## src/rtl/maze_input_conditioner.sv

```systemverilog
// Debounces four push-buttons and turns presses into single move requests
// with hold-to-repeat, presented on a valid/ready handshake.
module maze_input_conditioner #(
    parameter int DB_CYCLES  = 15,
    parameter int REP_DELAY  = 255,
    parameter int REP_PERIOD = 63,
    parameter int CW         = 8
) (
    input  logic       clk,
    input  logic       rst,
    input  logic [3:0] btn_raw,
    input  logic       move_ready,
    output logic       move_valid,
    output logic [1:0] move_dir,
    output logic       dropped,
    output logic [3:0] btn_stable
);

    localparam logic [CW-1:0] DB_LAST     = CW'(DB_CYCLES - 1);
    localparam logic [CW-1:0] DELAY_LAST  = CW'(REP_DELAY - 1);
    localparam logic [CW-1:0] PERIOD_LAST = CW'(REP_PERIOD - 1);

    typedef enum logic [1:0] {
        IDLE,
        HOLD,
        REPEAT
    } state_t;

    logic [3:0]    sync1;
    logic [3:0]    sync2;
    state_t        state;
    logic [3:0]    held;
    logic [CW-1:0] rcnt;
    logic          one_hot;
    logic          same;
    logic          req;
    logic [1:0]    req_dir;

    always_ff @(posedge clk) begin
        if (rst) begin
            sync1 <= '0;
            sync2 <= '0;
        end else begin
            sync1 <= btn_raw;
            sync2 <= sync1;
        end
    end

    for (genvar i = 0; i < 4; i++) begin : g_db
        logic [CW-1:0] cnt;
        logic          level;

        always_ff @(posedge clk) begin
            if (rst) begin
                cnt   <= '0;
                level <= 1'b0;
            end else if (sync2[i] == level) begin
                cnt <= '0;
            end else if (cnt == DB_LAST) begin
                level <= ~level;
                cnt   <= '0;
            end else begin
                cnt <= cnt + 1'b1;
            end
        end

        assign btn_stable[i] = level;
    end

    assign one_hot = (btn_stable != 4'd0) &&
                     ((btn_stable & (btn_stable - 4'd1)) == 4'd0);
    assign same    = (btn_stable == held);

    always_comb begin
        req_dir = 2'd0;
        case (btn_stable)
            4'b0010: req_dir = 2'd1;
            4'b0100: req_dir = 2'd2;
            4'b1000: req_dir = 2'd3;
            default: req_dir = 2'd0;
        endcase
    end

    always_comb begin
        req = 1'b0;
        case (state)
            IDLE:    req = one_hot;
            HOLD:    req = same && (rcnt == DELAY_LAST);
            REPEAT:  req = same && (rcnt == PERIOD_LAST);
            default: req = 1'b0;
        endcase
    end

    always_ff @(posedge clk) begin
        if (rst) begin
            state      <= IDLE;
            held       <= '0;
            rcnt       <= '0;
            move_valid <= 1'b0;
            move_dir   <= 2'd0;
            dropped    <= 1'b0;
        end else begin
            case (state)
                IDLE: begin
                    if (one_hot) begin
                        state <= HOLD;
                        held  <= btn_stable;
                        rcnt  <= '0;
                    end
                end
                HOLD: begin
                    if (!same) begin
                        state <= IDLE;
                    end else if (rcnt == DELAY_LAST) begin
                        state <= REPEAT;
                        rcnt  <= '0;
                    end else begin
                        rcnt <= rcnt + 1'b1;
                    end
                end
                REPEAT: begin
                    if (!same) begin
                        state <= IDLE;
                    end else if (rcnt == PERIOD_LAST) begin
                        rcnt <= '0;
                    end else begin
                        rcnt <= rcnt + 1'b1;
                    end
                end
                default: state <= IDLE;
            endcase

            // A request only lands if the output slot is free or being drained
            if (req && (!move_valid || move_ready)) begin
                move_valid <= 1'b1;
                move_dir   <= req_dir;
            end else if (req) begin
                dropped <= 1'b1;
            end else if (move_valid && move_ready) begin
                move_valid <= 1'b0;
            end
        end
    end

endmodule

```

## config.mk

```make
export PLATFORM = sky130hd
export DESIGN_NAME = maze_input_conditioner
export DESIGN_NICKNAME = d
export VERILOG_FILES = /design/src/rtl/maze_input_conditioner.sv
export SDC_FILE = /design/constraint.sdc
export NUM_CORES = 1
export LEC_CHECK = 0
export CELL_PAD_IN_SITES_DETAIL_PLACEMENT = 0
export CELL_PAD_IN_SITES_GLOBAL_PLACEMENT = 2
export CORE_ASPECT_RATIO = 0.8
export CORE_UTILIZATION = 38
export DETAILED_ROUTE_END_ITERATION = 12
export PLACE_DENSITY = 0.76
export SLEW_MARGIN = 20
export SYNTH_ARGS = -nofsm -noshare
export SYNTH_HDL_FRONTEND = slang
export SYNTH_SLANG_ARGS = --single-unit
```

## constraint.sdc

```tcl
create_clock -name clk -period 2.7 [get_ports clk]
set_input_delay 0.675 -clock clk [delete_from_list [all_inputs] [get_ports clk]]
set_output_delay 0.675 -clock clk [all_outputs]
set_load 0.02 [all_outputs]
```

== Word level (Yosys, flattened, before mapping) ==
Cells that the tools add are included.
Operators by class
  reduce and logical (&&, ||, !) cells: 25
  bitwise operators: 10
  eq/ne operators: 22
  muxes and demuxes: 16
  add/subtract/negate cells: 6
Operator list (count)
  8-bit by 1-bit adder with 8-bit output (second input constant): 5
  8-bit 2-to-1 mux: 5
  8-bit by 4-bit == test with 1-bit output (second input constant): 4
  8-bit one-hot mux with 3 select lines: 1
  2-bit AND reduction: 7
  2-bit one-hot mux with 3 select lines: 2
  3-bit OR reduction: 4
  1-bit NOT: 9
  8-bit by 6-bit == test with 1-bit output (second input constant): 1
  8-bit == test (second input constant): 1
  2-bit 2-to-1 mux: 4
  2-bit != test (second input constant): 4
  1-bit logical AND: 5
  4-bit AND: 1
  1-bit == test: 4
  4-bit by 2-bit == test with 1-bit output (second input constant): 1
  4-bit by 3-bit == test with 1-bit output (second input constant): 1
  4-bit == test: 1
  4-bit == test (second input constant): 1
  4-bit logical NOT: 1
  4-bit AND reduction: 1
  4-bit nonzero test: 1
  4-bit by 1-bit subtractor with 4-bit output (second input constant): 1
  1-bit 2-to-1 mux: 3
  11 further kinds: 11
Storage, ports and cells
  output and inout port bits: 8
  register bits after elaboration: 62
  word-level logic and storage cells: 95

== Depth between registers and ports, before layout ==
  depth in word-level cells: 8
  depth in mapped cells: 8
  mapped depth without buffers: 7

== Worst setup path before layout ==
No wires, ideal clock.
  kind: register to register
  start: register rcnt[0]
  end: register rcnt[1]
  slack: 0.829 ns
  setup time: 0.067 ns
  stages on the path, launching flop included: 9
  arrival time: 1.804 ns
  path buffers: 1
  clock period less this slack: 1.871 ns
  path through: dfxtp_1 -> inv_1 -> ha_1 -> and4b_1 -> a21oi_1 -> and3_1 -> clkbuf_8 -> or3b_1 -> a21oi_2
On the way
  cells in the longest elaborated chain, start to end: 4
Ends and longest elaborated chain
  start, declared: line 33  | logic [CW-1:0] rcnt;
  start signal, assigned: line 118  | rcnt <= rcnt + 1'b1;
  start signal, assigned: line 127  | rcnt <= rcnt + 1'b1;
  8-bit by 1-bit adder with 8-bit output, or another cell as far along: line 118, 127
  8-bit 2-to-1 mux (on tied branches): line 124, 114
  8-bit 2-to-1 mux (on tied branches): line 122, 112
  8-bit one-hot mux with 3 select lines *: line 103  | case (state)
Every way passes the cells marked *; elsewhere a longest branch is shown, timed or not. The select of a mux whose other input is x is not followed.
A chain may end at the register's enable or synchronous reset.

== Worst setup path after layout ==
  start: register g_db[3].level
  end: output port btn_stable[3]
RTL lines
  start, declared: line 51  | logic level;
  start signal, assigned: line 60  | level <= ~level;
  end, declared: line 16  | output logic [3:0] btn_stable
No word-level cell between the ends.

==> impl_metrics.tcl <==
set metrics [dict create \
    outcome "finished, final reports clean" \
    core_um2 7460 \
    grt_pass1_vias 1857 \
    synthMuxAreaShare_pct 2.76 \
    ant_nets 0 \
    die_h_um 80.7 \
    maxSlewViolCount 0 \
    path_class "flip-flop to output pin" \
    yosys.area.top_type "dfxtp_1" \
    post_cts_resized 0 \
    drive_gt1_share_pct 7.85 \
    dp_cells 420 \
    finalCriticalPeriod_ps 2360 \
    yosys-top-cells-count "dfxtp_1 (62), nor2_1 (38), a21oi_1 (17), nand2_1 (17)" \
    n_antenna_cell 0 \
    dieWidth_um 100 \
    p_sw_share_pct 22.4 \
    hold_violations 0 \
    yosysWarnings 0 \
    vias 2053 \
    synth_top_family_by_area "simple AND/OR/NAND/NOR gates" \
    drc_errors 0 \
    yosysMostFrequentCell "dfxtp_1" \
    max-slew-margin-rel_pct 67.2 \
    fin_tns_setup_ps 0 \
    holdBufCountCts 0 \
    post_cts_buffers 0 \
    switchingPower_mw 0.394 \
    period_share_pct 87.4 \
    hp-start "sync1[3]" \
    fin_nets 347 \
    ys_ff_latch 62 \
    cpLargestDelayFamily "buffers and inverters" \
    root_buffer "clkbuf_8" \
    track_usage_pct 13.9 \
    fin_cells 436 \
    wire_per_inst_um 11.5 \
    cp.required_ps 2030 \
    grt_start_max_net_pins 42 \
    viasPerCell 4.71 \
    p_per_area_nw_per_um2 534 \
    cp-startpoint "g_db[3].level" \
    grt_first_pass_wirelength_um 8710 \
    wirelength_um 5020 \
    drt_iter0_drc 66 \
    cts_buffer_depth 2 \
    clock_skew_ps 8.17 \
    netlist_instances 318 \
    synth_cell_type_count 47 \
    p_seq_share_pct 52.6 \
    rsz0062_at_grt "false" \
    finalSetupViolCount 0 \
    r2r_start "g_db[1].level" \
    cts-htree-levels 3 \
    synthSimpleGateAreaFrac_pct 25.1 \
    rows 28 \
    power_frac_comb_pct 1.9 \
    worst_pin_slew_ps 491 \
    clk_latency_ps 330 \
    synth_area_leaders "dfxtp_1 (42%), ha_1 (6.0%), nor2_1 (4.8%)" \
    crit_fanout 9 \
    syn_area_um2 2940 \
    synth_edf_count 0 \
    syn_avg_cell_area_um2 9.25 \
    post-dp-hpwl_um 3440 \
    firstDrtPassIters 4 \
    ys_seq_area_share_pct 42.2 \
    grt_overflow_total 0 \
    areaGrowthSynthToFinish_pct 12.1 \
    cts_tree "done" \
    clk_pin_slew_worst_paths_ps 70 \
    timing.critical_path.buf_inv 1 \
    synth-compound-area-share_pct 8.12 \
    synth_ff_type "dfxtp_1" \
    yosys.area.top_type_share_pct 42.2 \
    syn-num-nets 339 \
    p_leak_nw 1.13 \
    whs_ps 441 \
    use_met1_pct 19.2 \
    dieArea_um2 8100 \
    ir_drop_uv 290 \
    synthXorXnorAreaFrac_pct 9.18 \
    min_path_type "flip-flop to flip-flop" \
    async_flop_share_pct 0 \
    ioPinCount 15 \
    cts.sinks 62 \
    antenna_found_initial 0 \
    critPathMaxStageDelay_ps 720 \
    internal-power_mw 1.37 \
    synth_adder_area_share_pct 5.95 \
    start_util_pct 39.4 \
    max_freq_ghz 0.424 \
    portBuffers 14 \
    use_met2_pct 19.0 \
    cp.arrival_ps 1690 \
    power_mw 1.76 \
    end_kind "output pin" \
    pwr-share-clk_pct 45.5 \
    crit_slowest_cell "clkdlybuf4s50_1" \
    place.gp.congestion 0.701 \
    cts_made_buffers 9 \
    grt-busiest-layer "met1" \
    cap_violations 0 \
    critPathLaunchType "flip-flop" \
    grt_use_met3_pct 6.01 \
    cp_cell_sequence "clkdlybuf4s50_1" \
]
-- worst paths after layout --
| path | slack, ps | depth (start not counted) | to |
|---|---|---|---|
| worst max-delay path | 340 | 1 | btn_stable[3] |
| worst min-delay path | 440 | 1 | sync2[3] |
| worst max register to register | 540 | 5 | rcnt[1] |
| worst min register to register | 440 | 1 | sync2[3] |
-- cells in the final DEF (no fill, tap or decap), drive strengths merged, types with 2 or more instances in the layout --
master and n:
dfxtp 62, nor2 38, a21oi 18, nand2 17, xor2 17, or3 16
inv 16, ha 14, clkdlybuf4s50 14, xnor2 13, nand3 11, nand4 9
clkbuf 9, nor2b 8, mux2i 7, o21ai 5, nor3 5, o32ai 5
and2 5, nand2b 5, and3 4, and4b 4, clkinv 4, nand3b 3
and4 2, a31oi 2, nor4b 2, buf 2
-- state kept, by name, summed over array words and instances, names as in the netlist --
signal	flops
g_db.cnt	32
rcnt	8
g_db.level	4
held	4
sync1	4
sync2	4
move_dir	2
state	2
dropped	1
move_valid	1
-- metrics by stage --
step	setup slack (ps)	utilization [%]	instance area, µm²
6_report	340	44.2	3300
3_5_place_dp	540	41.5	3100
4_1_cts	294	44.2	3300
3_3_place_gp	576	41.5	3100
5_1_grt	259	44.2	3300
2_1_floorplan	829	-	2940
-- per-layer routing --
| layer | wire length, µm | up-vias |
|---|---|---|
| li1 | - | 1102 |
| met1 | 2860 | 929 |
| met2 | 1960 | 18 |
| met3 | 162 | 4 |
| met4 | 35 | 0 |
| met5 | 0 | - |
-- power groups by stage --
stage               combinational, mW  clock [mW]  sequential, mW
global placement               0.0342           0           0.947
detailed placement             0.0344           0           0.947
CTS                            0.0346       0.841           0.926
floorplan                      0.0198           0           0.946
finish                         0.0336       0.802           0.926
global route                   0.0372       0.886           0.926
-- cell families (layout without fill, tap and decap cells) --
family | Yosys count | count (layout)
muxes | 8 | 8
buffers and inverters | 34 | 47
xor gates and xnor gates | 30 | 30
DFF | 62 | 62
AOI/OAI and AO/OA | 37 | 37
adders and majority gates | 14 | 14
and+or+nand+nor | 133 | 133
-- area by class of cell --
cell class                 count  area, µm²
fill                         751       4160
sequential                    62       1240
timing repair buffer          16        168
clock inverter                 7       73.8
multi-input combinational    222       1500
tap                          105        131
clock buffer                   9        124
inverter                      15       56.3
Power figures use the tool's default switching activity.
